===== src/rtl/fetch_pkg.sv =====
// Shared pipeline definitions for the fetch stage: FSM state encoding,
// default reset vector, canonical NOP and PC increment helper.
package fetch_pkg;

    typedef enum logic [1:0] {
        ST_REQ  = 2'd0,
        ST_WAIT = 2'd1,
        ST_DROP = 2'd2
    } fetch_state_e;

    localparam logic [31:0] DEFAULT_RESET_VECTOR = 32'h8000_0000;
    localparam logic [31:0] INSTR_NOP            = 32'h0000_0013;

    function automatic logic [31:0] pc_plus4(input logic [31:0] pc);
        return pc + 32'd4;
    endfunction

endpackage


===== src/rtl/fetch_skid_buffer.sv =====
// One-entry holding slot for a fetched instruction (pc + word) that arrived
// while the decode output register was blocked. Used only with FETCH_SKID_EN.
module fetch_skid_buffer (
    input  logic        clk,
    input  logic        rst,
    input  logic        flush,
    input  logic        push,
    input  logic [31:0] push_pc,
    input  logic [31:0] push_instr,
    input  logic        pop,
    output logic        valid,
    output logic [31:0] pc,
    output logic [31:0] instr
);

    logic        valid_q, valid_d;
    logic [31:0] pc_q, pc_d, instr_q, instr_d;

    always_comb begin
        valid_d = valid_q;
        pc_d    = pc_q;
        instr_d = instr_q;
        if (flush) begin
            valid_d = 1'b0;
        end else if (push) begin
            valid_d = 1'b1;
            pc_d    = push_pc;
            instr_d = push_instr;
        end else if (pop) begin
            valid_d = 1'b0;
        end
    end

    always_ff @(posedge clk or posedge rst) begin
        if (rst) begin
            valid_q <= 1'b0;
            pc_q    <= '0;
            instr_q <= '0;
        end else begin
            valid_q <= valid_d;
            pc_q    <= pc_d;
            instr_q <= instr_d;
        end
    end

    assign valid = valid_q;
    assign pc    = pc_q;
    assign instr = instr_q;

endmodule


===== src/rtl/fetch.sv =====
// Instruction fetch stage: owns the PC, keeps one memory fetch outstanding and
// feeds decode through an output register. FETCH_SKID_EN adds a response skid slot.
module fetch
    import fetch_pkg::*;
#(
    parameter logic [31:0] RESET_VECTOR = DEFAULT_RESET_VECTOR
) (
    input  logic        clk,
    input  logic        reset,
    input  logic        stall,
    input  logic        invalidate,
    input  logic        branch,
    input  logic [31:0] branch_address,
    input  logic        trap,
    input  logic [31:0] trap_address,
    output logic        mem_req_valid,
    output logic [31:0] mem_req_addr,
    input  logic        mem_req_ready,
    input  logic        mem_resp_valid,
    input  logic [31:0] mem_resp_data,
    output logic        mem_resp_ready,
    output logic [31:0] pc_out,
    output logic [31:0] next_pc_out,
    output logic [31:0] instruction_out,
    output logic        valid_out
);

    localparam logic [1:0] S_REQ  = ST_REQ;
    localparam logic [1:0] S_WAIT = ST_WAIT;
    localparam logic [1:0] S_DROP = ST_DROP;

    logic [1:0]  state_q, state_d;
    logic [31:0] pc_q, pc_d, req_pc_q, req_pc_d;
    logic [31:0] pc_out_q, pc_out_d, next_pc_out_q, next_pc_out_d, instr_q, instr_d;
    logic        valid_q, valid_d;

    logic        redirect, slot_free, req_fire, resp_fire, capture, flush;
    logic [31:0] target;

    assign redirect  = trap | branch;
    assign target    = trap ? trap_address : branch_address;
    assign slot_free = !stall || !valid_q;
    assign flush     = redirect || invalidate;

    assign mem_req_valid = (state_q == S_REQ);
    assign mem_req_addr  = pc_q;
    assign req_fire      = mem_req_valid && mem_req_ready;
    assign resp_fire     = mem_resp_valid && mem_resp_ready;
    // A response only becomes an instruction when no redirect squashes it.
    assign capture       = (state_q == S_WAIT) && resp_fire && !redirect;

`ifdef FETCH_SKID_EN
    logic        buf_valid, buf_push, buf_pop;
    logic [31:0] buf_pc, buf_instr;

    assign buf_push = capture && !slot_free;
    assign buf_pop  = buf_valid && slot_free;
    assign mem_resp_ready = (state_q == S_DROP) || ((state_q == S_WAIT) && !buf_valid);

    fetch_skid_buffer u_skid (
        .clk       (clk),
        .rst       (reset),
        .flush     (flush),
        .push      (buf_push),
        .push_pc   (req_pc_q),
        .push_instr(mem_resp_data),
        .pop       (buf_pop),
        .valid     (buf_valid),
        .pc        (buf_pc),
        .instr     (buf_instr)
    );
`else
    assign mem_resp_ready = (state_q == S_DROP) || ((state_q == S_WAIT) && slot_free);
`endif

    always_comb begin
        state_d  = state_q;
        pc_d     = pc_q;
        req_pc_d = req_pc_q;
        case (state_q)
            S_REQ: begin
                if (req_fire) begin
                    req_pc_d = pc_q;
                    state_d  = S_WAIT;
                end
                // The request address may change freely until accepted.
                if (redirect) begin
                    pc_d = target;
                    if (req_fire) state_d = S_DROP;
                end
            end
            S_WAIT: begin
                if (redirect) begin
                    pc_d    = target;
                    state_d = resp_fire ? S_REQ : S_DROP;
                end else if (resp_fire) begin
                    pc_d    = pc_plus4(req_pc_q);
                    state_d = S_REQ;
                end
            end
            S_DROP: begin
                if (redirect) pc_d = target;
                if (resp_fire) state_d = S_REQ;
            end
            default: state_d = S_REQ;
        endcase
    end

    always_comb begin
        valid_d       = valid_q;
        pc_out_d      = pc_out_q;
        next_pc_out_d = next_pc_out_q;
        instr_d       = instr_q;
        if (flush) begin
            valid_d = 1'b0;
        end else if (slot_free) begin
`ifdef FETCH_SKID_EN
            if (buf_valid) begin
                valid_d       = 1'b1;
                pc_out_d      = buf_pc;
                next_pc_out_d = pc_plus4(buf_pc);
                instr_d       = buf_instr;
            end else
`endif
            if (capture) begin
                valid_d       = 1'b1;
                pc_out_d      = req_pc_q;
                next_pc_out_d = pc_plus4(req_pc_q);
                instr_d       = mem_resp_data;
            end else begin
                valid_d = 1'b0;
            end
        end
    end

    always_ff @(posedge clk or posedge reset) begin
        if (reset) begin
            state_q       <= S_REQ;
            pc_q          <= RESET_VECTOR;
            req_pc_q      <= '0;
            valid_q       <= 1'b0;
            pc_out_q      <= '0;
            next_pc_out_q <= '0;
            instr_q       <= '0;
        end else begin
            state_q       <= state_d;
            pc_q          <= pc_d;
            req_pc_q      <= req_pc_d;
            valid_q       <= valid_d;
            pc_out_q      <= pc_out_d;
            next_pc_out_q <= next_pc_out_d;
            instr_q       <= instr_d;
        end
    end

    assign pc_out          = pc_out_q;
    assign next_pc_out     = next_pc_out_q;
    assign instruction_out = instr_q;
    assign valid_out       = valid_q;

endmodule


===== config.mk =====
export PLATFORM = sky130hd
export DESIGN_NAME = fetch
export DESIGN_NICKNAME = d
export VERILOG_FILES = /design/src/rtl/fetch_pkg.sv /design/src/rtl/fetch_skid_buffer.sv /design/src/rtl/fetch.sv
export SDC_FILE = /design/constraint.sdc
export NUM_CORES = 1
export LEC_CHECK = 0
export BUFFER_PORTS_ARGS = -buffer_cell sky130_fd_sc_hd__buf_4
export CORE_MARGIN = 4
export CORE_UTILIZATION = 55
export CTS_BUF_LIST = sky130_fd_sc_hd__clkbuf_16
export CTS_CLUSTER_DIAMETER = 120
export DETAILED_ROUTE_END_ITERATION = 6
export GPL_TIMING_DRIVEN = 0
export MAX_ROUTING_LAYER = met4
export PLACE_DENSITY = 0.87
export SYNTH_ARGS = -nofsm -noshare
export SYNTH_HDL_FRONTEND = slang
export SYNTH_SLANG_ARGS = --single-unit

===== constraint.sdc =====
create_clock -name clk -period 10.9 [get_ports clk]
set_input_delay 0.545 -clock clk [delete_from_list [all_inputs] [get_ports clk]]
set_output_delay 0.545 -clock clk [all_outputs]
set_load 0.03 [all_outputs]

==> results of run 1 <==
[final timing paths]
path                                     startpoint                  end
worst max-delay path                     state_q[0]      mem_req_addr[0]
worst min-delay path                          reset  instruction_out[19]
worst max register to register           state_q[0]      mem_req_addr[0]
worst min register to register  instruction_out[26]  instruction_out[26]
max in group asynchronous                     reset           state_q[1]
min in group clk                  mem_resp_data[29]  instruction_out[29]
[metrics by stage]
stage	cell area, µm²	instances	util, %	power (mW)	setup WS (ns)
global placement	9340	1176	70.81	1.329	4.287
floorplan	7363	766	-	1.121	6.008
detailed placement	9375	1177	71.08	1.348	8.337
global route	9966	1208	75.55	2.032	8.464
finish	9966	1208	75.55	1.954	8.502
CTS	9966	1208	75.55	1.950	8.625
[cells in the mapped netlist (all sizes together) (6+ instances only)]
master,instances
nand2,261
dfrtp,160
o21ai,56
mux2,30
buf,27
nand3,24
clkbuf,21
nor2,21
a21oi,20
mux2i,19
nor3,12
xnor2,12
nand4,10
xor2,9
and4,8
inv,8
a31oi,6
[cell type report]
cell class              count  area share (%)
plain buffers              48           2.398
clock buffers              17           4.269
clock inverters            14           1.657
inverters                   9          0.4143
multi-input cells         548           30.71
flip-flops and latches    161           40.44
well taps                 176           2.210
repair buffers            235           17.90
[flip-flops by register name (all words and copies together) (netlist names)]
signal,flops
instruction_out,32
mem_req_addr,32
pc_out,32
req_pc_q,32
next_pc_out,30
state_q,2
valid_out,1
[power groups by stage]
stage	sequential (mW)	combinational (mW)	clock [mW]
after floorplan	0.902	0.220	0
after global placement	0.797	0.532	0
after detailed placement	0.803	0.545	0
after CTS	0.796	0.550	0.605
after global routing	0.810	0.587	0.635
final	0.800	0.550	0.604
[logic make-up after synthesis]
kind of cell             share of synthesized area, %
XOR/XNOR                                        2.498
buffers and inverters                           3.704
flip-flops                                      54.73
multiplexers                                    7.171
adder cells (fa/ha/maj)                        0.1699
AND/OR/NAND/NOR                                 22.04
AO/OA/AOI/OAI                                   9.686
[placed cells by master (no fill, tap or decap), types with 4 or more instances in the layout]
cell,n
a21oi_1,20
a22o_1,5
a31oi_1,6
and2_1,4
and4_1,6
buf_2,21
buf_4,236
clkbuf_1,20
clkbuf_16,17
dfrtp_1,160
inv_1,8
mux2_2,30
mux2i_1,19
nand2_1,261
nand3_1,24
nand4_1,7
nor2_1,21
nor3_1,11
o21ai_0,47
o21ai_1,9
o221ai_1,5
o22ai_1,5
xnor2_1,12
xor2_1,9
[metal layers]
| metal | GRT usage [%] | up-vias | wire length [µm] |
|---|---|---|---|
| li1 | - | 3104 | - |
| met4 | 9.758 | 0 | 568 |
| met1 | 40.80 | 3295 | 9242 |
| met5 | - | - | 0 |
| met3 | 7.266 | 58 | 2592 |
| met2 | 51.61 | 423 | 11580 |
==> flow_summary.json, run 1 <==
{
  "detail_route.first_pass.iterations": 5,
  "die_w_um": 123.7,
  "finalSetupViolations": 0,
  "whs_ns": 0.1616,
  "yosysTopAreaCell": "dfrtp_1",
  "grt_overflow": 0,
  "p_int_mw": 1.277,
  "grt_max_degree": 96,
  "drv_cap": 0,
  "max_stage_delay_ns": 0.59,
  "multi_input_area_mm2": 0.003060,
  "crit_path_top_delay_cell": "a21oi_1",
  "arrival_ns": 2.67,
  "wl_per_cell_um": 19.86,
  "worst-path-max-fanout": 10,
  "grt_pass1_wl_mm": 35.94,
  "leakagePower_nw": 5.054,
  "io-pin-count": 235,
  "design.die.area_mm2": 0.01530,
  "final_max_slew_viol_count": 0,
  "holdBufCountCts": 0,
  "status": "finished, final reports clean",
  "path_delay_family": "buffers and inverters",
  "final_nets": 1125,
  "vias": 6880,
  "die_h_um": 123.7,
  "cp_num_cells": 5,
  "rsz0062_at_grt": "false",
  "slew_headroom_pct": 50.09,
  "clockBufferDepth": 2,
  "cts_tree": "built",
  "drt_iter0_drc": 624,
  "timing.fmax_mhz": 416.9,
  "tightest_slew_ns": 0.7437,
  "seqPwrFrac_pct": 41.0,
  "pwr-share-comb_pct": 28.1,
  "yosys_warnings": 0,
  "ys_seq_elements": 161,
  "clk_latency_ns": 0.43,
  "yosys-top-cells-area": "dfrtp_1 (54%), nand2_1 (13%), mux2_2 (4.6%), o21ai_0 (3.2%), mux2i_1 (2.6%)",
  "routed_via_density": 5.695,
  "finalHoldViolCount": 0,
  "synth_edf_count": 0,
  "nFillCells": 953,
  "diodes": 0,
  "finalCritPeriodShare_pct": 22.00,
  "layout-drive-gt1-share_pct": 32.85,
  "drc": 0,
  "track_usage_pct": 32.04,
  "finClkSkew_ns": 0.009717,
  "regArea_mm2": 0.004030,
  "min_path_type": "in2async",
  "rows": 42,
  "gp_congestion": 0.8928,
  "synth_cell_types": 61,
  "antenna_found_initial": 0,
  "crit_chain": "buf_2 -> nand2_1 -> a21oi_1 -> clkbuf_1 -> o21ai_0",
  "seq_area_frac_synth_pct": 54.73,
  "cts.clk_slew.worst_paths_ns": 0.06,
  "synth_top_area_share_pct": 54.38,
  "htreeDepth": 4,
  "synthToLayoutAreaGrowth_pct": 35.34,
  "cts_root_buffer": "clkbuf_16",
  "first_global_vias": 6647,
  "startpoint_type": "register",
  "period_minus_slack_ns": 2.398,
  "dp_hpwl_mm": 17.41,
  "clockPowerShare_pct": 30.9,
  "start_util_pct": 55.82,
  "r2r_cells": 5,
  "wirelength_mm": 23.99,
  "crit_required_ns": 11.17,
  "antenna_left": 0,
  "setup_tns_ns": 0,
  "ys.flop_type": "dfrtp_1",
  "cts_setup_buffers": 0,
  "syn_area_mm2": 0.007363,
  "syn_inst": 766,
  "synth-async-reset-ratio_pct": 100.0,
  "io_buffers": 234,
  "cp-end-kind": "register",
  "core-area_mm2": 0.01319,
  "sw_frac_of_total_pct": 34.66,
  "path_buf_inv": 2,
  "cts-buffers-inserted": 17,
  "power_density_mw_per_mm2": 196.1,
  "peakVddDrop_uv": 120.2,
  "path_class": "reg2reg",
  "rrSetupSlack_ns": 8.50,
  "syn_area_per_cell_um2": 9.613,
  "cts-resized-gates": 0,
  "numClockSinks": 161,
  "power.switching_uw": 677.4,
  "syn_nets": 871
}
No activity file was read; power rests on OpenSTA's default activity.
==> run 2, diff against run 1 <==
- ABC_AREA: unset -> 1
- CORE_UTILIZATION: 55 -> 46
- PLACE_DENSITY: 0.87 -> 0.78
- clock period: 10.9 -> 1.9 ns (I/O delays scaled with it)
==> run 2 against run 1 <==
Clock power rose to 6.1 times the previous value; count of clock-buffer cells in the layout unchanged; sequential share of layout area down 2.5 points; flip-flop and latch count unchanged; largest power group unchanged.
==> flow_summary.json, run 2 <==
{
  "final_area_mm2": 0.01063,
  "cts.clk_slew.worst_paths_ns": 0.06,
  "routed_via_density": 5.137,
  "syn_inst": 949,
  "clockBufferDepth": 2,
  "synthToLayoutAreaGrowth_pct": 41.96,
  "seq_area_frac_synth_pct": 53.84,
  "whs_ns": 0.01271,
  "min_path_type": "in2reg",
  "detail_route.first_pass.iterations": 7,
  "drc": 0,
  "wirelength_mm": 25.71,
  "cts_tree": "built",
  "grt_max_degree": 35,
  "clk_latency_ns": 0.43,
  "antenna_left": 0,
  "synth_top_area_share_pct": 53.49,
  "status": "finished, final reports clean",
  "leakagePower_nw": 5.607,
  "io-pin-count": 235,
  "finalHoldViolCount": 0,
  "vias": 7561,
  "power_density_mw_per_mm2": 1241,
  "timing.fmax_mhz": 549.7,
  "worst-path-max-fanout": 5,
  "synth-async-reset-ratio_pct": 100.0,
  "yosysTopAreaCell": "dfrtp_1",
  "final_common_cell": "nand2_1",
  "numClockSinks": 161,
  "path_class": "reg2reg",
  "track_usage_pct": 28.91,
  "rsz0062_at_grt": "true",
  "final_max_slew_viol_count": 0,
  "synthTopCellsByCount": "nand2_1 (422), dfrtp_1 (160), nor2_1 (67), nand3_1 (57), a21oi_1 (49)",
  "tightest_slew_ns": 0.7478,
  "syn_area_per_cell_um2": 7.887,
  "gp_congestion": 0.9823,
  "ys.flop_type": "dfrtp_1",
  "dp_hpwl_mm": 19.61,
  "grt_overflow": 0,
  "finalCritPeriodShare_pct": 95.74,
  "period_minus_slack_ns": 1.819,
  "io_buffers": 233,
  "cts_root_buffer": "clkbuf_16",
  "htreeDepth": 4,
  "start_util_pct": 47.12,
  "grt_pass1_wl_mm": 39.68,
  "yosys_warnings": 0,
  "core-area_mm2": 0.01589,
  "syn_nets": 1054,
  "finClkSkew_ns": 0.008866,
  "antenna_found_initial": 0,
  "yosys-top-cells-area": "dfrtp_1 (53%), nand2_1 (21%), nand3_1 (3.8%), nor2_1 (3.4%), a21oi_1 (3.3%)",
  "design.die.area_mm2": 0.01838,
  "crit_required_ns": 2.23,
  "final_core_util_pct": 66.89,
  "layout_common_cells": "nand2_1 (421), buf_4 (238), dfrtp_1 (159)",
  "synth_cell_types": 30,
  "syn_area_mm2": 0.007485,
  "arrival_ns": 2.15,
  "rows": 46,
  "drv_cap": 0,
  "finalSetupViolations": 0,
  "slew_headroom_pct": 50.04,
  "synth.most_common_cell": "nand2_1",
  "wl_per_cell_um": 17.47,
  "layout-drive-gt1-share_pct": 26.67,
  "dpl_cell_area_mm2": 0.009588,
  "drt_iter0_drc": 615,
  "synth_edf_count": 0,
  "first_global_vias": 7378,
  "cts_setup_buffers": 0,
  "cts-buffers-inserted": 17,
  "diodes": 0,
  "ys_seq_elements": 161,
  "final_nets": 1348,
  "startpoint_type": "register",
  "peakVddDrop_uv": 856.1,
  "die_w_um": 135.6,
  "cp-end-kind": "register",
  "die_h_um": 135.6
}
run 2: cell types whose count changed after synthesis, moves of 7 or more:
cell / delta
nand2_1: +161
nor2_1: +46
nand3_1: +33
a21oi_1: +29
inv_1: +29
mux2i_1: -19
mux2_2: -18
nor3_1: -11
xnor2_1: -10
nor2_2: +7
run 2: repair_timing:
item                                    CTS  global route
hold endpoints to repair                 66             0
hold buffers                             38             0
gates resized for setup                   0             6
endpoints found under the setup margin    0             6
run 2: cell families after synthesis:
group,count (synthesis),share of synthesized area (%)
DFF,161,53.84
adders and majority gates,1,0.1671
xor gates and xnor gates,8,0.9362
muxes,12,1.805
AOI/OAI and AO/OA,115,8.008
buffers and inverters,88,5.216
and+or+nand+nor,564,30.02
run 2: path summary, 6_finish.rpt:
path	cells after the start	endpoint	from	slack, ns
worst max-delay path	9	mem_req_addr[30]	req_pc_q[11]	0.08
worst max register to register	9	mem_req_addr[30]	req_pc_q[11]	0.08
worst min-delay path	5	mem_req_addr[17]	branch_address[17]	0.01
min in group asynchronous	3	instruction_out[0]	reset	0.36
worst min register to register	2	instruction_out[21]	instruction_out[21]	0.48
max in group asynchronous	5	mem_req_addr[31]	reset	0.59
run 2: layout make-up:
class,count,area (µm²)
Sequential cell,161,4031
Buffer,47,236.5
Clock buffer,17,425.4
Fill cell,1325,5260
Clock inverter,15,215.2
Timing Repair Buffer,275,2210
Tap cell,216,270.3
Multi-Input combinational cell,700,3079
Inverter,41,157.7
run 2: worst max-delay path: stages, from the launching register on:
cell     delay (ns)
dfrtp_1        0.48
nand2_1        0.20
nor2_1         0.27
nand2_1        0.08
nor2_1         0.25
nand2_1        0.09
nand2_1        0.08
nand3_1        0.13
nand2_1        0.09
nand2_1        0.05
run 2: report_power, final:
group	switching (mW)	internal, mW
combinational	2.84	1.61
clock	1.39	2.32
sequential	0.794	4.25
total	5.02	8.17
run 2: through the flow:
step	worst slack (ns)	power, mW	std cells	setup TNS, ns
finish	0.08088	13.19	1472	0
global route	-0.009362	13.82	1472	-0.01565
CTS	0.05831	13.14	1472	0
detailed placement	0.07739	9.371	1402	0
global placement	-1.180	9.235	1398	-186.55
floorplan	-0.2370	7.545	949	-37.92
run 2: per-layer routing:
metal	vias up	share of wire, %	track usage (%)
li1	3606	-	-
met1	3564	43	38.26
met2	353	47	45.88
met3	38	8.9	6.204
met4	0	1.8	7.447
met5	-	0	-
